`src/rtl/collision_pkg.sv`:
```
// -----------------------------------------------------------------------------
// collision_pkg
// Purpose : shared constants and types for the collision scan controller and
//           the block-table RAM that feeds it.
//   - screen / block geometry and the derived grid size (COLS, ROWS, N_SLOTS)
//   - AW  : block-table address width
//   - CW/RW : widths of the column / row tracking counters
//   - Y_TOL : landing tolerance, only used when COLLISION_Y_TOLERANCE_EN is set
//   - state_t       : scan controller states
//   - block_entry_t : one block-table word {x, y, active}
// -----------------------------------------------------------------------------
package collision_pkg;

  localparam int SCREEN_WIDTH  = 640;
  localparam int SCREEN_HEIGHT = 480;
  localparam int BLOCK_WIDTH   = 64;
  localparam int BLOCK_HEIGHT  = 16;
  localparam int Y_TOL         = 4;

  localparam int COLS    = SCREEN_WIDTH / BLOCK_WIDTH;
  localparam int ROWS    = SCREEN_HEIGHT / BLOCK_HEIGHT;
  localparam int N_SLOTS = COLS * ROWS;
  localparam int AW      = (N_SLOTS > 1) ? $clog2(N_SLOTS) : 1;
  localparam int CW      = (COLS > 1) ? $clog2(COLS) : 1;
  localparam int RW      = (ROWS > 1) ? $clog2(ROWS) : 1;

  typedef enum logic [1:0] {
    IDLE   = 2'd0,
    SCAN   = 2'd1,
    FINISH = 2'd2
  } state_t;

  typedef struct packed {
    logic [31:0] x;
    logic [31:0] y;
    logic        active;
  } block_entry_t;

endpackage

```
`src/rtl/collision_scan_controller_if.sv`:
```
// -----------------------------------------------------------------------------
// collision_scan_controller_if
// Purpose : bundles the scan request/result handshake and the block-table read
//           port of the collision scan controller.
// Signals :
//   start, doodle_x, doodle_y, doodle_falling   request from the game-tick FSM
//   busy, done, hit, hit_col, hit_row           result back to the game-tick FSM
//   blk_rd_en, blk_rd_addr                      read request to the block table
//   blk_rd_x, blk_rd_y, blk_rd_active           read data (1 cycle after rd_en)
// Modports:
//   slave  - the scan controller
//   master - its environment (tick FSM + block-table RAM)
// -----------------------------------------------------------------------------
interface collision_scan_controller_if;
  import collision_pkg::*;

  logic          start;
  logic [31:0]   doodle_x;
  logic [31:0]   doodle_y;
  logic          doodle_falling;

  logic          blk_rd_en;
  logic [AW-1:0] blk_rd_addr;
  logic [31:0]   blk_rd_x;
  logic [31:0]   blk_rd_y;
  logic          blk_rd_active;

  logic          busy;
  logic          done;
  logic          hit;
  logic [31:0]   hit_col;
  logic [31:0]   hit_row;

  modport slave (
    input  start, doodle_x, doodle_y, doodle_falling,
    input  blk_rd_x, blk_rd_y, blk_rd_active,
    output blk_rd_en, blk_rd_addr,
    output busy, done, hit, hit_col, hit_row
  );

  modport master (
    output start, doodle_x, doodle_y, doodle_falling,
    output blk_rd_x, blk_rd_y, blk_rd_active,
    input  blk_rd_en, blk_rd_addr,
    input  busy, done, hit, hit_col, hit_row
  );

endinterface

```
`src/rtl/collision_scan_controller_compare.sv`:
```
// -----------------------------------------------------------------------------
// collision_compare
// Purpose : single-slot combinational landing test.
// Ports   :
//   i_blk      block-table entry {x, y, active}
//   i_x, i_y   doodle snapshot position (y = feet)
//   i_falling  doodle snapshot falling flag
//   o_hit      slot collides with the doodle
// Optional: COLLISION_Y_TOLERANCE_EN widens the Y test from exact equality to
//           blk.y <= y <= blk.y + Y_TOL.
// All arithmetic is unsigned; upper bounds are formed at 33 bits so a block
// placed near 2^32 cannot wrap its window back to small values.
// -----------------------------------------------------------------------------
module collision_compare
  import collision_pkg::*;
(
  input  block_entry_t i_blk,
  input  logic [31:0]  i_x,
  input  logic [31:0]  i_y,
  input  logic         i_falling,
  output logic         o_hit
);

  logic [32:0] w_x_hi;
  logic        w_x_ok;
  logic        w_y_ok;

  assign w_x_hi = {1'b0, i_blk.x} + 33'(BLOCK_WIDTH);
  assign w_x_ok = (i_x >= i_blk.x) && ({1'b0, i_x} <= w_x_hi);

`ifdef COLLISION_Y_TOLERANCE_EN
  logic [32:0] w_y_hi;
  assign w_y_hi = {1'b0, i_blk.y} + 33'(Y_TOL);
  assign w_y_ok = (i_y >= i_blk.y) && ({1'b0, i_y} <= w_y_hi);
`else
  assign w_y_ok = (i_y == i_blk.y);
`endif

  assign o_hit = i_blk.active && i_falling && w_y_ok && w_x_ok;

endmodule

```
`src/rtl/collision_scan_controller.sv`:
```
// -----------------------------------------------------------------------------
// collision_scan_controller
// Purpose : walks every block-table slot once per start, row-major, one read
//           per cycle, and reports the first slot the doodle lands on.
// Ports   :
//   clk  system clock
//   rst  asynchronous active-high reset
//   bus  collision_scan_controller_if.slave (handshake + block-table port)
// Timing  : start accepted in cycle 0 -> read of slot k on the bus in cycle
//           k+1 -> its data compared in cycle k+2 -> done in cycle k+3.
//           No hit: done in cycle N_SLOTS+2.
// Optional: COLLISION_Y_TOLERANCE_EN (handled inside collision_compare).
// -----------------------------------------------------------------------------
module collision_scan_controller
  import collision_pkg::*;
(
  input  logic                          clk,
  input  logic                          rst,
  collision_scan_controller_if.slave    bus
);

  state_t        r_state;
  logic          r_busy;
  logic          r_done;
  logic          r_hit;
  logic [31:0]   r_hit_col;
  logic [31:0]   r_hit_row;
  logic          r_rd_en;
  logic [AW-1:0] r_rd_addr;
  // r_cmp_valid marks that read data for the slot at (r_cmp_row, r_cmp_col)
  // is on the block-table bus this cycle.
  logic          r_cmp_valid;
  logic [CW-1:0] r_cmp_col;
  logic [RW-1:0] r_cmp_row;
  logic [31:0]   r_snap_x;
  logic [31:0]   r_snap_y;
  logic          r_snap_falling;

  block_entry_t  w_entry;
  logic          w_slot_hit;
  logic          w_last_issue;
  logic          w_last_cmp;

  assign w_entry.x      = bus.blk_rd_x;
  assign w_entry.y      = bus.blk_rd_y;
  assign w_entry.active = bus.blk_rd_active;

  collision_compare u_compare (
    .i_blk     (w_entry),
    .i_x       (r_snap_x),
    .i_y       (r_snap_y),
    .i_falling (r_snap_falling),
    .o_hit     (w_slot_hit)
  );

  assign w_last_issue = (r_rd_addr == AW'(N_SLOTS - 1));
  assign w_last_cmp   = (r_cmp_col == CW'(COLS - 1)) && (r_cmp_row == RW'(ROWS - 1));

  always_ff @(posedge clk or posedge rst) begin
    if (rst) begin
      r_state        <= IDLE;
      r_busy         <= 1'b0;
      r_done         <= 1'b0;
      r_hit          <= 1'b0;
      r_hit_col      <= '0;
      r_hit_row      <= '0;
      r_rd_en        <= 1'b0;
      r_rd_addr      <= '0;
      r_cmp_valid    <= 1'b0;
      r_cmp_col      <= '0;
      r_cmp_row      <= '0;
      r_snap_x       <= '0;
      r_snap_y       <= '0;
      r_snap_falling <= 1'b0;
    end else begin
      case (r_state)
        IDLE: begin
          r_done <= 1'b0;
          if (bus.start) begin
            r_snap_x       <= bus.doodle_x;
            r_snap_y       <= bus.doodle_y;
            r_snap_falling <= bus.doodle_falling;
            r_hit          <= 1'b0;
            r_hit_col      <= '0;
            r_hit_row      <= '0;
            r_busy         <= 1'b1;
            r_rd_en        <= 1'b1;
            r_rd_addr      <= '0;
            r_cmp_valid    <= 1'b0;
            r_cmp_col      <= '0;
            r_cmp_row      <= '0;
            r_state        <= SCAN;
          end
        end

        SCAN: begin
          // Issue side: one address per cycle, stopping after the last slot.
          r_cmp_valid <= r_rd_en;
          if (r_rd_en) begin
            if (w_last_issue) begin
              r_rd_en <= 1'b0;
            end else begin
              r_rd_addr <= r_rd_addr + AW'(1);
            end
          end
          // Compare side: one slot behind the issue side. These assignments
          // override the issue side so a hit stops further reads at once.
          if (r_cmp_valid) begin
            if (w_slot_hit) begin
              r_hit       <= 1'b1;
              r_hit_col   <= 32'(r_cmp_col);
              r_hit_row   <= 32'(r_cmp_row);
              r_rd_en     <= 1'b0;
              r_cmp_valid <= 1'b0;
              r_busy      <= 1'b0;
              r_done      <= 1'b1;
              r_state     <= FINISH;
            end else if (w_last_cmp) begin
              r_cmp_valid <= 1'b0;
              r_busy      <= 1'b0;
              r_done      <= 1'b1;
              r_state     <= FINISH;
            end else if (r_cmp_col == CW'(COLS - 1)) begin
              r_cmp_col <= '0;
              r_cmp_row <= r_cmp_row + RW'(1);
            end else begin
              r_cmp_col <= r_cmp_col + CW'(1);
            end
          end
        end

        FINISH: begin
          r_done  <= 1'b0;
          r_state <= IDLE;
        end

        default: begin
          r_state <= IDLE;
        end
      endcase
    end
  end

  assign bus.blk_rd_en   = r_rd_en;
  assign bus.blk_rd_addr = r_rd_addr;
  assign bus.busy        = r_busy;
  assign bus.done        = r_done;
  assign bus.hit         = r_hit;
  assign bus.hit_col     = r_hit_col;
  assign bus.hit_row     = r_hit_row;

endmodule

```
`src/flat_wrapper.sv`:
```
// flat-port wrapper written by rule: the top's interface ports become plain ports
module collision_scan_controller_flat import collision_pkg::*;
  (clk, rst, bus_start, bus_doodle_x, bus_doodle_y, bus_doodle_falling, bus_blk_rd_x, bus_blk_rd_y, bus_blk_rd_active, bus_blk_rd_en, bus_blk_rd_addr, bus_busy, bus_done, bus_hit, bus_hit_col, bus_hit_row);
  collision_scan_controller_if bus_i ();
  input  logic clk;
  input  logic rst;
  input wire logic [$bits(bus_i.start)-1:0] bus_start;
  input wire logic [$bits(bus_i.doodle_x)-1:0] bus_doodle_x;
  input wire logic [$bits(bus_i.doodle_y)-1:0] bus_doodle_y;
  input wire logic [$bits(bus_i.doodle_falling)-1:0] bus_doodle_falling;
  input wire logic [$bits(bus_i.blk_rd_x)-1:0] bus_blk_rd_x;
  input wire logic [$bits(bus_i.blk_rd_y)-1:0] bus_blk_rd_y;
  input wire logic [$bits(bus_i.blk_rd_active)-1:0] bus_blk_rd_active;
  output wire logic [$bits(bus_i.blk_rd_en)-1:0] bus_blk_rd_en;
  output wire logic [$bits(bus_i.blk_rd_addr)-1:0] bus_blk_rd_addr;
  output wire logic [$bits(bus_i.busy)-1:0] bus_busy;
  output wire logic [$bits(bus_i.done)-1:0] bus_done;
  output wire logic [$bits(bus_i.hit)-1:0] bus_hit;
  output wire logic [$bits(bus_i.hit_col)-1:0] bus_hit_col;
  output wire logic [$bits(bus_i.hit_row)-1:0] bus_hit_row;
  assign bus_i.start = bus_start;
  assign bus_i.doodle_x = bus_doodle_x;
  assign bus_i.doodle_y = bus_doodle_y;
  assign bus_i.doodle_falling = bus_doodle_falling;
  assign bus_i.blk_rd_x = bus_blk_rd_x;
  assign bus_i.blk_rd_y = bus_blk_rd_y;
  assign bus_i.blk_rd_active = bus_blk_rd_active;
  assign bus_blk_rd_en = bus_i.blk_rd_en;
  assign bus_blk_rd_addr = bus_i.blk_rd_addr;
  assign bus_busy = bus_i.busy;
  assign bus_done = bus_i.done;
  assign bus_hit = bus_i.hit;
  assign bus_hit_col = bus_i.hit_col;
  assign bus_hit_row = bus_i.hit_row;
  collision_scan_controller u_core (.clk(clk), .rst(rst), .bus(bus_i));
endmodule
```
`config.mk`:
```
export PLATFORM = sky130hd
export DESIGN_NAME = collision_scan_controller_flat
export DESIGN_NICKNAME = d
export VERILOG_FILES = /design/src/rtl/collision_pkg.sv /design/src/rtl/collision_scan_controller_if.sv /design/src/rtl/collision_scan_controller_compare.sv /design/src/rtl/collision_scan_controller.sv /design/src/flat_wrapper.sv
export SDC_FILE = /design/constraint.sdc
export NUM_CORES = 1
export LEC_CHECK = 0
export ABC_CLOCK_PERIOD_IN_PS = 3100
export CAP_MARGIN = 20
export CORE_MARGIN = 2
export CORE_UTILIZATION = 43
export CTS_BUF_LIST = sky130_fd_sc_hd__clkbuf_8 sky130_fd_sc_hd__clkbuf_16
export DETAILED_ROUTE_END_ITERATION = 16
export PLACE_DENSITY = 0.8
export SETUP_SLACK_MARGIN = 0.2
export SLEW_MARGIN = 15
export SYNTH_ARGS = -nofsm -noshare
export SYNTH_HDL_FRONTEND = slang
export SYNTH_SLANG_ARGS = --single-unit
```
`constraint.sdc`:
```
create_clock -name clk -period 3.1 [get_ports clk]
set_input_delay 0.31 -clock clk [delete_from_list [all_inputs] [get_ports clk]]
set_output_delay 0.31 -clock clk [all_outputs]
set_load 0.03 [all_outputs]
```
==> run_results.csv, run 1 <==
group,metric,value,unit
logic_synthesis,avgSynthCellArea,8.277,µm²
clock_network,clk_pin_slew,0.07,ns
logic_synthesis,yosysSeqAreaShare,36.19,%
layout,stdcell_count,1283,
pwr,switchingPower,2.532,mW
global_routing,grt_usage,23.02,%
routing,totalWireLength,19.65,mm
sta,setup_ws,-0.6883,ns
sta,clock.fmax,264.0,MHz
sta,fin_crit_sh,122.2,%
run,max-cap-violations,0,
floorplanning,die_x,130.2,µm
layout,diodes,0,
global_routing,grt_pass1_wl,30.67,mm
layout,final.fill_count,1303,
sta,slew_headroom,63.60,%
setup_path,cp_common_cell,"nor4_4",
run_status,violations,"negative setup slack",
routing,dr.pass1.iters,6,
global_routing,overflow,0,
floorplanning,rows,46,
place,post-dp-hpwl,14.11,mm
floorplanning,die-area,16940,µm²
pwr,p_int,3.685,mW
sta,hold_viol,0,
pwr,power_frac_comb,45.5,%
logic_synthesis,synth-edff-count,0,
run_status,status,"finished, violations left",
floorplanning,start_util,43.57,%
sta,period_needed,3.788,ns
pwr,swShare,40.72,%
place,place_congestion,0.8988,
clock_network,clk_latency,0.36,ns
clock_network,cts_buffer_depth,2,
sta,drv_slew,0,
sta,setup_viol,25,
logic_synthesis,ys_types,56,
setup_path,r2r_slack,-0.04,ns
clock_network,htree_levels,3,
clock_network,cts.sinks,99,
logic_synthesis,netlist_instances,827,
setup_path,worstPathRequired,3.33,ns
layout,area_growth_syn_to_layout,41.20,%
global_routing,grt_pass1_vias,6435,
layout,drive_above_1_share,15.37,%
logic_synthesis,synth_top_area_share,36.19,%
logic_synthesis,synth_area_leader_cell,"dfrtp_1",
setup_path,cpPeakStageDelay,0.56,ns
place,place_area,8995,µm²
layout,post-route-cell-area,9666,µm²
layout,regArea,2477,µm²
pwr,seqPwrFrac,36.0,%
setup_path,cp_max_fo,5,
place,dp.cells,1250,
routing,vias,6478,
logic_synthesis,syn-cell-area,6845,µm²
routing,drt-wirelength-per-cell,15.32,µm
sta,worst_pin_slew,0.5460,ns
pwr,powerDensity,643.3,nW/µm²
pwr,peakVddDrop,367.2,µV
layout,nNetsFinal,1259,
routing,vias_per_cell,5.049,
setup_path,rr_worst_depth,11,
setup_path,critPathKind,"in2reg",
setup_path,endpoint_kind,"flip-flop",
routing,drc,0,
logic_synthesis,synth-seq-cells,99,
floorplanning,fp.dieH,130.2,µm
clock_network,cts_tree,"yes",
logic_synthesis,yosysMostFrequentCell,"nand2_1",
hold_path,hold_path.class,"in2async",
global_routing,grt_antenna_before_repair,0,
sta,finalClockSkew,0.01246,ns
setup_path,critPathLaunchType,"primary input",
logic_synthesis,ys_warn_count,0,
pwr,p_leak,4.701,nW
logic_synthesis,ys_top_cells_by_area,"dfrtp_1 36%, nand2_1 13%, ha_1 12%",
setup_path,r2r-end,"u_core.r_cmp_col[0]",
setup_path,timing.rr.start,"u_core.r_snap_x[9]",
floorplanning,io_pins,210,
layout,multi_input_area,4156,µm²
logic_synthesis,ys_async_sr_fraction,100.0,%
logic_synthesis,synth_ff_type,"dfrtp_1",
routing,drt-initial-drc-count,467,
place,port_buffers,154,
sta,rsz0062_at_grt,"true",
setup_path,critPathSlowestCell,"a2111o_1",
floorplanning,core_area,15710,µm²
clock_network,cts_root_buf,"clkbuf_16",
clock_network,numCtsBuffers,9,
setup_path,crit_arrival,4.02,ns
routing,ant_nets,0,
pwr,clockPowerShare,18.5,%
clock_network,cts_hold_buf,0,
global_routing,grt_max_degree,100,
logic_synthesis,synthTopCellsByCount,"244 x nand2_1, 99 x dfrtp_1, 64 x ha_1",
setup_path,crit_chain,"clkdlybuf4s50_1, inv_1, nor4_4, nand2_2, buf_6, nor2_4, xnor2_2, ha_1, nand3_2, nor4_4, a221oi_2, nand4_1, a211o_1, a2111o_1, a21oi_4, o21ai_1",
-- metal layers --
layer | GRT usage (%) | up-vias | share of wire [%]
li1 | - | 3150 | -
met1 | 29.42 | 3069 | 44
met2 | 40.50 | 232 | 49
met3 | 3.895 | 27 | 5.8
met4 | 5.946 | 0 | 1.5
met5 | 0 | - | 0
-- stage by stage --
| step | total power, mW | hold WS [ns] | setup TNS, ns | setup slack, ns | util [%] |
|---|---|---|---|---|---|
| finish | 6.218 | 0.4348 | -14.31 | -0.6883 | 61.51 |
| global route | 6.677 | 0.4834 | -18.54 | -0.8150 | 61.51 |
| CTS | 6.164 | 0.4663 | -12.95 | -0.6068 | 61.04 |
| detailed placement | 4.890 | 0.4690 | -31.47 | -1.371 | 57.25 |
| global placement | 4.779 | 0.4639 | -29.40 | -1.245 | 57.25 |
| floorplan | 3.893 | 0.4154 | -12.26 | -0.5788 | - |
-- how the worst max path moves through the flow --
stage,from,cells past startpoint,slack (ns),to
after floorplan,bus_blk_rd_x[9],18,-0.58,u_core.r_cmp_row[3]
after global placement,bus_blk_rd_x[11],19,-1.25,u_core.bus.hit_row[1]
after detailed placement,bus_blk_rd_x[11],21,-1.37,u_core.r_cmp_row[2]
after CTS,bus_blk_rd_x[7],20,-0.61,u_core.bus.hit_row[0]
after global routing,bus_blk_rd_x[6],20,-0.81,u_core.bus.hit_row[2]
final,bus_blk_rd_x[18],16,-0.69,u_core.bus.hit_row[0]
-- worst max-delay path, delay by kind of cell --
kind,cells,cell delay (ns)
AO/OA/AOI/OAI,5,1.60
XOR/XNOR,1,0.12
adder cells (fa/ha/maj),1,0.28
AND/OR/NAND/NOR,6,0.90
buffers and inverters,3,0.82
-- cells in the final DEF, fill, tap and decap left out, drive strengths merged, types with 3 or more instances in the layout --
cell type | synthesis | routed
nand2 | 244 | 244
clkdlybuf4s50 | 0 | 142
dfrtp | 99 | 99
buf | 58 | 95
ha | 64 | 64
inv | 54 | 57
conb | 1 | 55
xor2 | 37 | 37
o21ai | 29 | 29
a21oi | 25 | 26
nand4 | 24 | 24
xnor2 | 24 | 24
nand3 | 24 | 24
nor4 | 23 | 23
nor2 | 20 | 20
clkbuf | 18 | 10
nor3 | 8 | 8
a21o | 7 | 7
or4 | 7 | 7
or3 | 6 | 6
and3 | 6 | 6
o211ai | 4 | 4
clkdlybuf4s15 | 0 | 4
nand2b | 3 | 3
o21bai | 3 | 3
dlygate4sd2 | 0 | 3
a211oi | 3 | 3
a2111oi | 3 | 3
and2 | 3 | 3
-- power groups by stage --
stage                     clock network (mW)  logic (mW)  registers (mW)
after CTS                               1.18        2.77            2.22
after detailed placement                   0        2.66            2.23
after global placement                     0        2.56            2.22
final                                   1.15        2.83            2.24
after global routing                    1.23        3.14            2.31
after floorplan                            0        1.63            2.26
-- registers in the layout, summed over array words and instances, names as in the netlist --
name and flops:
u_core.r_cmp_col 4, u_core.r_cmp_row 5, u_core.bus.done 1, u_core.r_state 2, u_core.bus.hit_row 5, u_core.r_snap_y 32
u_core.bus.blk_rd_addr 9, u_core.r_cmp_valid 1, u_core.bus.hit_col 4, u_core.r_snap_x 32, u_core.bus.blk_rd_en 1, u_core.bus.hit 1
u_core.r_snap_falling 1, u_core.bus.busy 1
-- what timing repair did --
| action | CTS | global route |
|---|---|---|
| setup endpoints to repair | 25 | 25 |
| gates resized for setup | 76 | 16 |
| cloned | 3 | 0 |
| pin swaps | 40 | 32 |
| buffers inserted | 12 | 2 |
-- final cells by class --
type	instances	area share, %
repair buffers	245	23.40
flip-flops and latches	99	25.63
multi-input cells	653	43.00
inverters	54	2.136
clock inverters	7	0.6990
well taps	216	2.796
clock buffers	9	2.330
-- cells by family after synthesis --
group / Yosys count / synth area share (%)
muxes: 1 / 0.1462
DFF: 99 / 36.19
xor gates and xnor gates: 61 / 7.805
other: 1 / 0.05478
and+or+nand+nor: 380 / 24.99
buffers and inverters: 130 / 10.22
AOI/OAI and AO/OA: 91 / 8.902
adders and majority gates: 64 / 11.70
(Power assumes the default switching activity.)
==> run 2, diff against run 1 <==
PLACE_DENSITY = 0.81   (was 0.8)
==> run 2 against run 1 <==
Die area did not move. The flow still finishes with violations (negative setup slack). Setup slack got worse by 0.012 ns. Clock skew is essentially flat. Total power increased by 5.8%. Via count up 4.5%. Largest cell class unchanged.
==> run_results.csv, run 2 (synthesis gave the netlist of run 1 again) <==
group,metric,value,unit
global_routing,overflow,0,
setup_path,worst_path_dominant_cell_family,"simple AND/OR/NAND/NOR gates",
routing,totalWireLength,21.44,mm
floorplanning,rows,46,
pwr,p_leak,4.901,nW
pwr,peakVddDrop,354.7,µV
sta,hold-worst-slack,0.4488,ns
layout,layout_commonest_cell,"nand2_1",
pwr,swShare,40.41,%
place,dp.cells,1254,
pwr,powerDensity,654.1,nW/µm²
routing,vias_per_cell,5.171,
pwr,switchingPower,2.658,mW
pwr,seqPwrFrac,34.4,%
sta,setup_ws,-0.6999,ns
clock_network,clk_latency,0.36,ns
floorplanning,start_util,43.57,%
clock_network,clk_pin_slew,0.07,ns
sta,setup_viol,25,
run_status,violations,"negative setup slack",
routing,drt-wirelength-per-cell,16.38,µm
setup_path,worstPathRequired,3.39,ns
setup_path,timing.critical_path.buf_inv,6,
global_routing,grt_usage,24.06,%
floorplanning,die_x,130.2,µm
place,port_buffers,154,
floorplanning,io_pins,210,
routing,ant_nets,0,
routing,vias,6769,
sta,worst_pin_slew,0.7523,ns
pwr,clockPowerShare,20.4,%
clock_network,cts_hold_buf,0,
place,place_congestion,0.9402,
floorplanning,die-area,16940,µm²
clock_network,numCtsBuffers,9,
routing,met1_length,9.014,mm
hold_path,hold_path.class,"in2async",
clock_network,cts_buffer_depth,2,
sta,period_needed,3.800,ns
floorplanning,fp.dieH,130.2,µm
clock_network,cts.sinks,99,
global_routing,grt_pass1_vias,6632,
pwr,p_int,3.920,mW
global_routing,grt_pass1_wl,32.01,mm
clock_network,cts_root_buf,"clkbuf_16",
floorplanning,core_area,15710,µm²
sta,fin_crit_sh,122.6,%
clock_network,htree_levels,3,
routing,drc,0,
setup_path,endpoint_kind,"flip-flop",
routing,wl_met2,10.45,mm
sta,finalClockSkew,0.01296,ns
run_status,status,"finished, violations left",
layout,drive_above_1_share,18.66,%
place,dp_slack,-1.463,ns
setup_path,critPathLaunchType,"primary input",
sta,drv_slew,0,
layout,stdcell_count,1309,
setup_path,cpPeakStageDelay,0.47,ns
routing,dr.pass1.iters,5,
routing,dr.max_layer_used,"met4",
sta,hold_viol,0,
sta,rsz0062_at_grt,"true",
setup_path,critPathSlowestCell,"or4_4",
sta,clock.fmax,263.2,MHz
layout,area_growth_syn_to_layout,46.90,%
run,max-cap-violations,0,
setup_path,crit_chain,"buf_8, nand3_4, nor4_2, buf_4, and2_4, nand2_4, nor4_4, nand2_2, nor2_2, xnor2_1, ha_1, nand4_1, nor4_4, buf_4, nand2_2, nand4_1, o311a_4, a211oi_4, buf_12, buf_8, buf_6, or4_4, nand3_2",
setup_path,critPathKind,"in2reg",
layout,post-route-cell-area,10060,µm²
routing,drt-initial-drc-count,451,
setup_path,cp_max_fo,7,
pwr,power_frac_comb,45.2,%
sta,tns,-14.66,ns
layout,final.fill_count,1240,
clock_network,cts_tree,"yes",
setup_path,crit_arrival,4.09,ns
layout,diodes,0,
layout,nNetsFinal,1285,
layout,layout_common_cells,"237 x nand2_1, 138 x clkdlybuf4s50_1, 103 x buf_4, 99 x dfrtp_1, 62 x ha_1",
sta,slew_headroom,49.85,%
routing,routed-wl-met3,1.356,mm
global_routing,grt_max_degree,100,
place,place_area,9037,µm²
global_routing,grt_antenna_before_repair,0,
place,post-dp-hpwl,14.37,mm
run 2: path summary, 6_finish.rpt:
path	from	to	slack, ns	cells past startpoint
worst max-delay path	bus_blk_rd_x[7]	u_core.r_cmp_row[4]	-0.70	23
worst min-delay path	rst	u_core.r_snap_y[21]	0.45	3
worst max register to register	u_core.r_snap_x[0]	u_core.r_cmp_row[4]	-0.24	13
worst min register to register	u_core.r_snap_x[4]	u_core.r_snap_x[4]	0.48	2
max in group asynchronous	rst	u_core.r_cmp_valid	2.25	3
min in group clk	bus_doodle_x[13]	u_core.r_snap_x[13]	0.47	3
run 2: cell type report:
cell class / count / area, µm² / area share, %
repair buffers: 271 / 2516 / 25.02
multi-input cells: 653 / 4235 / 42.12
flip-flops and latches: 99 / 2477 / 24.64
well taps: 216 / 270.3 / 2.688
clock inverters: 7 / 122.6 / 1.219
inverters: 54 / 209.0 / 2.078
clock buffers: 9 / 225.2 / 2.240
run 2: what timing repair did:
item,in CTS,in global routing
resized for setup,75,49
pin swaps,30,39
setup buffers,30,7
cloned,1,1
setup endpoints to repair,25,25
run 2: tightest hold or removal path: stages:
cell,delay (ns)
clkdlybuf4s50_1,0.44
clkinvlp_4,0.09
buf_12,0.41
run 2: power groups by stage:
| stage | registers, mW | clock network (mW) | logic, mW |
|---|---|---|---|
| after global placement | 2.23 | 0 | 2.56 |
| after detailed placement | 2.24 | 0 | 2.66 |
| final | 2.26 | 1.34 | 2.97 |
| after global routing | 2.32 | 1.42 | 3.29 |
| after floorplan | 2.26 | 0 | 1.63 |
| after CTS | 2.23 | 1.35 | 2.76 |
run 2: through the flow:
stage	power [mW]	utilization, %
2_1_floorplan	3.893	-
6_report	6.578	64.00
3_5_place_dp	4.902	57.52
5_1_grt	7.030	64.00
3_3_place_gp	4.797	57.52
4_1_cts	6.345	62.00
run 2: metal layers:
metal  up-vias  GRT usage, %
met2       292         40.44
met1      3208         30.93
met5         -             0
met3        54         4.961
met4         0         8.286
li1       3215             -
==> run 3, diff against run 2 <==
CTS_CLUSTER_SIZE = 40   (was not set)
==> results of run 3 <==
The final DEF is identical to that of run 2; final timing and power are the same.
